File: src/rtl/wide_word_serializer_pkg.sv
// Shared types and helpers for the wide-word to 32-bit stream serializer.
package wide_word_serializer_pkg;

    typedef enum logic {
        IDLE = 1'b0,
        SEND = 1'b1
    } state_t;

    localparam int OUT_WIDTH_DEFAULT = 32;

    function automatic int ceil_div(input int num, input int den);
        return (num + den - 1) / den;
    endfunction

endpackage

File: src/rtl/wide_word_serializer.sv
// Streams one wide input word as OUT_WIDTH-bit beats, LSB slice first, last beat zero-padded.
// Optional macro SERIALIZER_PREFETCH_EN: accept the next word on the final beat (no idle bubble).
module wide_word_serializer
    import wide_word_serializer_pkg::*;
#(
    parameter int IN_WIDTH  = 131,
    parameter int OUT_WIDTH = OUT_WIDTH_DEFAULT
) (
    input  logic                 clk,
    input  logic                 rst,
    input  logic                 s_valid,
    output logic                 s_ready,
    input  logic [IN_WIDTH-1:0]  s_data,
    output logic                 m_valid,
    input  logic                 m_ready,
    output logic [OUT_WIDTH-1:0] m_data,
    output logic                 m_last
);

    localparam int BEATS  = ceil_div(IN_WIDTH, OUT_WIDTH);
    localparam int HOLD_W = BEATS * OUT_WIDTH;
    localparam int CNT_W  = (BEATS > 1) ? $clog2(BEATS) : 1;
    localparam logic [CNT_W-1:0] LAST_BEAT = CNT_W'(BEATS - 1);

    state_t              state_reg, state_next;
    logic [CNT_W-1:0]    beat_reg, beat_next;
    logic [HOLD_W-1:0]   hold_reg, hold_next;
    logic [OUT_WIDTH-1:0] slices [BEATS];
    logic                last_beat;

    generate
        for (genvar gi = 0; gi < BEATS; gi++) begin : g_slice
            assign slices[gi] = hold_reg[gi*OUT_WIDTH +: OUT_WIDTH];
        end
    endgenerate

    assign last_beat = (beat_reg == LAST_BEAT);

    always_ff @(posedge clk) begin
        if (rst) begin
            state_reg <= IDLE;
            beat_reg  <= '0;
            hold_reg  <= '0;
        end else begin
            state_reg <= state_next;
            beat_reg  <= beat_next;
            hold_reg  <= hold_next;
        end
    end

    always_comb begin
        state_next = state_reg;
        beat_next  = beat_reg;
        hold_next  = hold_reg;
        s_ready    = 1'b0;
        m_valid    = 1'b0;
        m_last     = 1'b0;
        m_data     = '0;
        case (state_reg)
            IDLE: begin
                s_ready = 1'b1;
                if (s_valid) begin
                    // Zero-extension supplies the padding of the final beat.
                    hold_next  = HOLD_W'(s_data);
                    beat_next  = '0;
                    state_next = SEND;
                end
            end
            SEND: begin
                m_valid = 1'b1;
                m_last  = last_beat;
                for (int i = 0; i < BEATS; i++) begin
                    if (beat_reg == CNT_W'(i)) begin
                        m_data = slices[i];
                    end
                end
`ifdef SERIALIZER_PREFETCH_EN
                s_ready = m_ready && last_beat;
`endif
                if (m_ready) begin
                    if (last_beat) begin
                        beat_next  = '0;
                        state_next = IDLE;
`ifdef SERIALIZER_PREFETCH_EN
                        if (s_valid) begin
                            hold_next  = HOLD_W'(s_data);
                            state_next = SEND;
                        end
`endif
                    end else begin
                        beat_next = beat_reg + CNT_W'(1);
                    end
                end
            end
            default: state_next = IDLE;
        endcase
        // Never advertise acceptance while reset is asserted.
        if (rst) begin
            s_ready = 1'b0;
        end
    end

endmodule

File: config.mk
export PLATFORM = sky130hd
export DESIGN_NAME = wide_word_serializer
export DESIGN_NICKNAME = d
export VERILOG_FILES = /design/src/rtl/wide_word_serializer_pkg.sv /design/src/rtl/wide_word_serializer.sv
export SDC_FILE = /design/constraint.sdc
export NUM_CORES = 1
export LEC_CHECK = 0
export ABC_AREA = 1
export CORE_MARGIN = 4
export CORE_UTILIZATION = 52
export DETAILED_ROUTE_END_ITERATION = 8
export PLACE_DENSITY = 0.9
export SLEW_MARGIN = 20
export SYNTH_ARGS = -nofsm -noshare
export SYNTH_HDL_FRONTEND = slang
export SYNTH_SLANG_ARGS = --single-unit
File: constraint.sdc
create_clock -name clk -period 2.7 [get_ports clk]
set_input_delay 0.54 -clock clk [delete_from_list [all_inputs] [get_ports clk]]
set_output_delay 0.54 -clock clk [all_outputs]
set_load 0.05 [all_outputs]
==> reports/qor.txt <==
Clock Latency Late Sink = 0.42 ns
Routed Antenna Nets = 0
CTS tree = done
crit path launch type = register
Pleak = 3.89 nW
Final Hold Viols = 0
Worst Tran Pin Value = 0.496 ns
min setup slack post-route = -0.00719 ns
antenna cell count = 0
Post-Place Cells = 1193
drt wl/cell = 17.6 um
DRC errors left = 0
Max VDD drop = 379 uV
multi-input logic area = 3210 sq um
required time of the worst setup path = 2.16 ns
final WL = 21800 um
worst reg2reg path startpoint = state_reg
Die H = 118 um
CTS Buf Count = 17
Largest register FFs = 131
Synth Net Count = 1074
fmax = 369 MHz
final hold slack = 0.477 ns
Avg Cell Area, Syn = 6.68 sq um
Hold Path Class = reg2reg
max_cap viols = 0
PwrDens = 640 nW/um^2
Area growth syn-to-layout = 48.7%
nets = 1221
Synth Cell Area = 6240 sq um
Rows = 39
clock root cell = clkbuf_16
IO buf count = 169
via count = 6961
Worst-path clk slew = 0.06 ns
first-pass GRT wire length = 32600 um
antenna violations before repair = 0
IO Count = 170
core area = 11600 sq um
Initial Util = 53.9%
GRT overflow = 0
CTS sink count = 135
status = finished with violations
Finished Layout Cells = 1237
final setup fails = 1
Core Util, Final = 80.2%
FF/Latch Area = 2710 sq um
Tcrit/Tclk final = 100%
failing checks = negative setup slack
DP HPWL = 13500 um
gr usage total = 29.2%
relative slew slack = 66.8%
Final Power = 5.94 mW
setup TNS = -0.00719 ns
clock skew = 0.00549 ns
TritonRoute pass-1 iters = 5
Setup Crit Path Kind = reg2out
#FFs+latches synth = 135
die area = 13800 sq um
largest net degree at the start of global routing = 134
Fillers = 737
drt via density = 5.63
H-tree depth = 4
worst hold start = hold_reg[130]
placement-stage cell area = 8280 sq um
Distinct cells, synth = 19
Ys Warns = 0
Die W = 118 um
Final min period = 2.71 ns
WP data arrival = 2.17 ns
layout cells sized above 1 = 13.3%
vias in the first global route = 6611
Clock Tree Buf Depth = 2
hold buffers post-CTS = 0
post-route cell area = 9270 sq um
Worst Path Max Fanout = 7
gpl congestion = 1.01
CP endpoint kind = output pin
beginning of the critical path = beat_reg[0]
Seq/Total Area, Yosys = 43.3%
Iter 0 DRT Violations = 868
synthesized instance count = 934
Final Max Tran Viols = 0
pre-CTS setup slack = 0.261 ns
-- cells in the final DEF, fill, tap and decap left out, drive strengths merged --
master	synthesis	layout
clkdlybuf4s50	0	136
dfxtp	135	135
inv	48	48
nor2	267	268
bufbuf	0	1
nand3b	1	1
nand3	64	64
a21oi	36	36
clkbuf	28	24
clkinvlp	0	5
o21ai	169	169
nand2	110	110
bufinv	0	3
buf	41	56
ha	5	5
clkinv	1	4
or2	29	29
-- final timing paths --
check	to	slack, ns	depth (start not counted)
max	m_data[12]	-0.007	10
min	hold_reg[130]	0.48	2
max reg2reg	hold_reg[44]	1.27	6
min reg2reg	hold_reg[130]	0.48	2
-- cell type report --
| class | count | area share, % |
|---|---|---|
| Inverter | 49 | 2.02 |
| Multi-Input combinational cell | 682 | 34.6 |
| Sequential cell | 135 | 29.2 |
| Tap cell | 143 | 1.93 |
| Clock buffer | 21 | 5.18 |
| Timing Repair Buffer | 196 | 25.4 |
| Clock inverter | 11 | 1.58 |
-- critical path, cell delays in order (launching register included) --
cell,delay [ns]
dfxtp_2,0.34
inv_2,0.09
ha_4,0.16
inv_2,0.06
nor2_4,0.23
clkbuf_16,0.21
nand2_1,0.07
nand2_1,0.08
nand3_1,0.12
a21oi_2,0.22
buf_12,0.17
-- metal layers --
layer  part of all wire [%]  global-route usage [%]  wire length [um]
met2                     48                    49.1             10500
met3                     10                    7.54              2250
met5                      0                       0                 0
met1                     36                    34.3              7920
met4                    5.1                    15.5              1110
-- cell usage after synthesis, drive strengths merged --
cell	instances	area, sq um
dfxtp	135	2700
ha	5	62.6
nor2	267	1010
clkinv	1	3.75
a21oi	36	180
inv	48	180
clkbuf	28	105
nand3	64	320
nand2	110	420
buf	41	221
or2	29	181
o21ai	169	846
nand3b	1	7.51
-- logic make-up after synthesis --
logic type | after synthesis | share of synthesized area, %
AO/OA/AOI/OAI | 205 | 16.4
flip-flops | 135 | 43.3
adder cells (fa/ha/maj) | 5 | 1.00
AND/OR/NAND/NOR | 471 | 31.0
buffers and inverters | 118 | 8.18
-- power breakdown --
group          switching (mW)  internal (mW)
combinational           0.682          0.561
sequential              0.108           2.17
clock                   0.873           1.55
-- repair_timing --
action	in CTS	in global routing
gates cloned	1	5
endpoints found under the hold margin	0	0
setup buffers	3	3
resized for setup	36	17
setup endpoints to repair	32	33
pin swaps	1	7
Power figures use the tool's default switching activity.
